===== src/rtl/ika3012_pkg.sv =====
// Shared constants and state encoding for the IKA3012 serial sample receiver.
package ika3012_pkg;

   localparam int SO_BITS = 16;
   localparam int MANT_W  = 10;
   localparam int EXP_W   = 3;
   localparam int WORD_W  = MANT_W + EXP_W;

   // Strobe-to-strobe spacing is 16 ticks, so the counter reads 15 at a good edge.
   localparam logic [4:0] FRAME_CNT = 5'd15;
   localparam logic [4:0] CNT_MAX   = 5'd31;

   typedef enum logic {
      ST_UNSYNC = 1'b0,
      ST_SYNC   = 1'b1
   } rx_state_t;

endpackage


===== src/rtl/ika3012_fp2lin.sv =====
// Floating-point DAC word (3-bit exponent, 10-bit offset-binary mantissa) to
// 16-bit signed linear sample.
import ika3012_pkg::*;

module ika3012_fp2lin (
   input  logic [WORD_W-1:0] word,
   output logic [15:0]       sample
);

   logic [MANT_W-1:0] mant;
   logic [EXP_W-1:0]  expo;
   logic [15:0]       s_ext;

   assign mant = word[MANT_W-1:0];
   assign expo = word[WORD_W-1:MANT_W];

   // Offset binary -> two's complement is just the MSB flipped; the flipped
   // MSB is also the sign used for extension.
   assign s_ext = {{(16-MANT_W){~mant[MANT_W-1]}}, ~mant[MANT_W-1], mant[MANT_W-2:0]};

   always_comb begin
      sample = '0;
      if (expo != '0)
         sample = s_ext << (expo - 3'd1);
   end

endmodule


===== src/rtl/ika3012_sample_rx.sv =====
// Deserialises the IKA3012 sample stream framed by SH1/SH2 into left/right
// linear samples, tracking frame lock.
//
//   state     | meaning
//   ----------+-----------------------------------------------------------
//   ST_UNSYNC | waiting for an SH1 falling edge to establish frame phase
//   ST_SYNC   | locked; alternate SH2 (right) / SH1 (left) edges 16 ticks apart
import ika3012_pkg::*;

module ika3012_sample_rx (
   input  logic        i_EMUCLK,
   input  logic        i_RST,
   input  logic        i_PHI1_NCEN_n,
   input  logic        i_SO,
   input  logic        i_SH1,
   input  logic        i_SH2,
   output logic [15:0] o_SAMPLE_L,
   output logic [15:0] o_SAMPLE_R,
   output logic        o_L_STB,
   output logic        o_R_STB,
   output logic        o_SYNC_ERR,
   output logic        o_LOCKED
);

   logic               tick;
   logic [SO_BITS-1:0] sr;
   logic               sh1_q;
   logic               sh2_q;
   logic [4:0]         cnt;
   rx_state_t          state;
   logic               expect_sh2;

   logic               pend_vld;
   logic               pend_is_r;
   logic [WORD_W-1:0]  pend_word;
   logic [15:0]        pend_lin;

   logic               fall1;
   logic               fall2;
   logic               exp_hit;
   logic               frame_ok;

   assign tick     = ~i_PHI1_NCEN_n;
   assign fall1    = sh1_q & ~i_SH1;
   assign fall2    = sh2_q & ~i_SH2;
   assign exp_hit  = expect_sh2 ? (fall2 & ~fall1) : (fall1 & ~fall2);
   assign frame_ok = exp_hit && (cnt == FRAME_CNT);

   ika3012_fp2lin u_fp2lin (
      .word   (pend_word),
      .sample (pend_lin)
   );

   always_ff @(posedge i_EMUCLK) begin
      if (i_RST) begin
         sr    <= '0;
         sh1_q <= 1'b0;
         sh2_q <= 1'b0;
         cnt   <= '0;
      end else if (tick) begin
         sr    <= {i_SO, sr[SO_BITS-1:1]};
         sh1_q <= i_SH1;
         sh2_q <= i_SH2;
         if (fall1 || fall2)
            cnt <= '0;
         else if (cnt != CNT_MAX)
            cnt <= cnt + 5'd1;
      end
   end

   // The word is captured from sr before this tick's shift; conversion and
   // output happen on the next tick, so a new edge may load pend_* in the
   // same cycle the previous word is being emitted.
   always_ff @(posedge i_EMUCLK) begin
      if (i_RST) begin
         state      <= ST_UNSYNC;
         expect_sh2 <= 1'b0;
         pend_vld   <= 1'b0;
         pend_is_r  <= 1'b0;
         pend_word  <= '0;
         o_SAMPLE_L <= '0;
         o_SAMPLE_R <= '0;
         o_L_STB    <= 1'b0;
         o_R_STB    <= 1'b0;
         o_SYNC_ERR <= 1'b0;
         o_LOCKED   <= 1'b0;
      end else begin
         o_L_STB    <= 1'b0;
         o_R_STB    <= 1'b0;
         o_SYNC_ERR <= 1'b0;
         if (tick) begin
            if (pend_vld) begin
               pend_vld <= 1'b0;
               if (pend_is_r) begin
                  o_SAMPLE_R <= pend_lin;
                  o_R_STB    <= 1'b1;
               end else begin
                  o_SAMPLE_L <= pend_lin;
                  o_L_STB    <= 1'b1;
               end
            end
            case (state)
               ST_UNSYNC: begin
                  if (fall1 && !fall2) begin
                     state      <= ST_SYNC;
                     expect_sh2 <= 1'b1;
                     o_LOCKED   <= 1'b1;
                  end
               end
               ST_SYNC: begin
                  if (fall1 || fall2) begin
                     if (frame_ok) begin
                        pend_vld   <= 1'b1;
                        pend_is_r  <= expect_sh2;
                        pend_word  <= sr[SO_BITS-1 -: WORD_W];
                        expect_sh2 <= ~expect_sh2;
                     end else begin
                        o_SYNC_ERR <= 1'b1;
                        if (fall1 && !fall2) begin
                           expect_sh2 <= 1'b1;
                        end else begin
                           state    <= ST_UNSYNC;
                           o_LOCKED <= 1'b0;
                        end
                     end
                  end
               end
               default: begin
                  state    <= ST_UNSYNC;
                  o_LOCKED <= 1'b0;
               end
            endcase
         end
      end
   end

endmodule


===== config.mk =====
export PLATFORM = sky130hd
export DESIGN_NAME = ika3012_sample_rx
export DESIGN_NICKNAME = d
export VERILOG_FILES = /design/src/rtl/ika3012_pkg.sv /design/src/rtl/ika3012_fp2lin.sv /design/src/rtl/ika3012_sample_rx.sv
export SDC_FILE = /design/constraint.sdc
export NUM_CORES = 1
export LEC_CHECK = 0
export BUFFER_PORTS_ARGS = -buffer_cell sky130_fd_sc_hd__buf_2
export CORE_UTILIZATION = 45
export CTS_CLUSTER_SIZE = 24
export DETAILED_ROUTE_END_ITERATION = 12
export PLACE_DENSITY = 0.61
export SYNTH_ARGS = -nofsm -noshare
export SYNTH_HDL_FRONTEND = slang
export SYNTH_SLANG_ARGS = --single-unit

===== constraint.sdc =====
create_clock -name i_EMUCLK -period 3 [get_ports i_EMUCLK]
set_clock_uncertainty 0.1 [all_clocks]
set_input_delay 0.3 -clock i_EMUCLK [delete_from_list [all_inputs] [get_ports i_EMUCLK]]
set_output_delay 0.3 -clock i_EMUCLK [all_outputs]
set_load 0.02 [all_outputs]

==> results.cfg <==
[outcome]
status = finished clean

[pwr]
p_leak_nw = 1.41
cellPowerDensity_nw_per_um2 = 487
ir_worst_vdd_mv = 0.234

[sta]
finalMaxSlewViolations = 0
final-setup-viol-count = 0
rsz0062_at_grt = false
fmax_mhz = 374
post-route-period-util = 0.892
period_minus_slack_ns = 2.68
setup_tns_ns = 0
hold_violations = 0
maxSlewHeadroom = 0.522
worst_slew_pin_slew_ns = 0.716

[synth]
synth_edf_count = 0
yosysWarningCount = 0
synth_area_um2 = 3320
ys_async_sr_fraction = 0
yosys-top-cells-area = dfxtp_1 44%, mux2i_1 12%, nand2b_1 5.5%
synth_top_cell_by_area = dfxtp_1
ys_ff_latch = 73
syn_avg_cell_area_um2 = 9.45
synthCells = 351
yosysSeqAreaShare = 0.441
synth_top_area_share = 0.441
yosysUniqueCellTypes = 51
synth_nets = 362
synth_ff_type = dfxtp_1

[setup_path]
critical_path_class = register to register
cpLargestDelayFamily = compound AO/OA/AOI/OAI gates
r2r-start = pend_word[10]$_SDFFE_PP0P_
cp-start-kind = register
reg2reg_slack_ns = 0.32
cp-end-kind = register
worst-path-buf-inv = 1
cp_slowest_cell = ha_1
ff2ff_path_depth = 6
worstPathCellList = clkinv_1 -> ha_1 -> mux2i_1 -> o21ai_0 -> a22oi_1 -> a211oi_1
crit_required_ns = 3.16
crit_arrival_ns = 2.84
r2r_end = o_SAMPLE_L[6]$_SDFFE_PP0P_
crit_start = pend_word[10]$_SDFFE_PP0P_
cp_slowest_stage_delay_ns = 0.65
crit_path_max_fanout = 14

[final_layout]
fillCellCount = 648
final_cells = 483
drive_gt1_frac = 0.181
diodes = 0
nets = 393
synthToLayoutAreaGrowth_pct = 13.5

[flow_run]
cap_violations = 0

[cts]
cts_buffers = 9
cts_max_level = 3
ctsResizeCount = 0
cts_tree = built
cts_root_buffer = clkbuf_8
cts_setup_buffers = 0
clkSinkCount = 73
clk_path_buf_depth = 2
path_clk_slew_ns = 0.08
worst_skew_pair.late_latency_ns = 0.35
ctsHoldBuffers = 0

[route]
first_pass_iters = 4
wl_per_cell_um = 13.7
initialDrtViolationCount = 110
postRouteAntennaNets = 0
drc = 0
via_per_inst = 5.13
via_count = 2479
wirelength_mm = 6.61

[floorplan]
die_w_um = 87.9
ios = 42
dieArea_um2 = 7720
rows = 30
die_y_um = 87.9
start_util = 0.478
coreArea_um2 = 6940

[global_routing]
antenna_found_initial = 0
grt_start_max_net_pins = 91
grt-ovfl-total = 0
grt_pass1_vias = 2275
track_usage = 0.183
grt_pass1_wl_mm = 10.8

[place]
dpl.cell_count = 467
io_buffer_count = 41
gp_congestion = 0.819
dp_hpwl_mm = 4.46

[min_path]
hp-class = input port to register
hold_path_depth = 3
worstHoldStart = i_SO
hold_end = sr[15]$_SDFFE_PP0N_
## routing by layer
layer  vias up  global-route usage  part of all wire
met5         -                   0                 0
met4         0              0.0849            0.0098
met3         6              0.0349             0.028
met2        33               0.283              0.45
met1      1145               0.248              0.51
li1       1295                   -                 -
## power breakdown
group	switching (mW)	internal, mW
Clock	0.358	0.430
Combinational	0.0369	0.0281
Sequential	0.00537	0.975
## area by class of cell
cell class | instances | area [um2] | area share
clock inverter | 4 | 51.3 | 0.0136
timing repair buffer | 44 | 240 | 0.0638
sequential | 73 | 1460 | 0.388
multi-input combinational | 249 | 1720 | 0.456
inverter | 5 | 18.8 | 0.00499
tap | 96 | 120 | 0.0319
clock buffer | 12 | 155 | 0.0412
## Yosys cell counts (2+ instances only)
master     count
inv_1          4
nand3b_1      12
nor3_1         5
buf_4          3
o31ai_1        4
or3_1          5
buf_2          8
mux2i_1       41
o211ai_1       2
nand3_1        6
dfxtp_1       73
nand2_1       17
o21a_1         2
mux4_2         2
a211oi_1      14
a22oi_1        8
a2bb2oi_1      2
a21oi_1       15
nand2b_1      29
and3_1         2
o21ai_0        7
nor2b_1        5
nor4_1         4
clkbuf_1      11
o21ai_1        2
ha_1           5
nor2_1        39
## logic make-up after synthesis
group | share of synthesized area
XOR/XNOR | 0.00264
multiplexers | 0.144
buffers and inverters | 0.0415
AND/OR/NAND/NOR | 0.223
adder cells (fa/ha/maj) | 0.0189
AO/OA/AOI/OAI | 0.129
flip-flops | 0.441
## flip-flops by register name, summed over array words and instances, names as in the netlist
name,count
o_SAMPLE_L,16
o_R_STB,1
sh1_q,1
pend_is_r,1
o_SAMPLE_R,16
state,1
sh2_q,1
sr,13
o_SYNC_ERR,1
pend_vld,1
cnt,5
o_LOCKED,1
pend_word,13
expect_sh2,1
o_L_STB,1
## worst max path at each step
stage	endpoint	slack (ns)	depth (start not counted)
finish	o_SAMPLE_L[6]$_SDFFE_PP0P_	0.32	6
global route	o_SAMPLE_L[6]$_SDFFE_PP0P_	0.16	6
CTS	o_SAMPLE_L[6]$_SDFFE_PP0P_	0.33	6
detailed placement	o_SAMPLE_L[6]$_SDFFE_PP0P_	0.35	6
global placement	o_SAMPLE_L[6]$_SDFFE_PP0P_	0.44	6
floorplan	o_SAMPLE_R[3]$_SDFFE_PP0P_	0.98	7
## layout by cell type (no fill, tap or decap), types with 6 or more instances in the layout
cell and n:
nand2b_1 29, clkbuf_8 11, nand2_1 17, nor2_1 39, o21ai_0 7, nand3b_1 12, nand3_1 6, a211oi_1 14
a21oi_1 15, mux2i_1 41, a22oi_1 8, buf_2 41, dfxtp_1 73
## worst min-delay path, delay by kind of cell
family / cells / cell delay, ns
mux: 1 / 0.05
simple gates: 1 / 0.07
buf+inv: 1 / 0.07
## through the flow
stage          utilization  area (um2)  setup WS (ns)  hold WS (ns)  power (mW)
3_5_place_dp         0.512        3560          0.353         0.346        1.07
6_report             0.542        3760          0.324        0.0934        1.83
3_3_place_gp         0.512        3560          0.439         0.341        1.07
5_1_grt              0.542        3760          0.164         0.126        1.91
4_1_cts              0.542        3760          0.332        0.0788        1.86
2_1_floorplan            -        3320          0.985         0.344        1.05
Note: power is estimated with default switching activity, not from simulation.
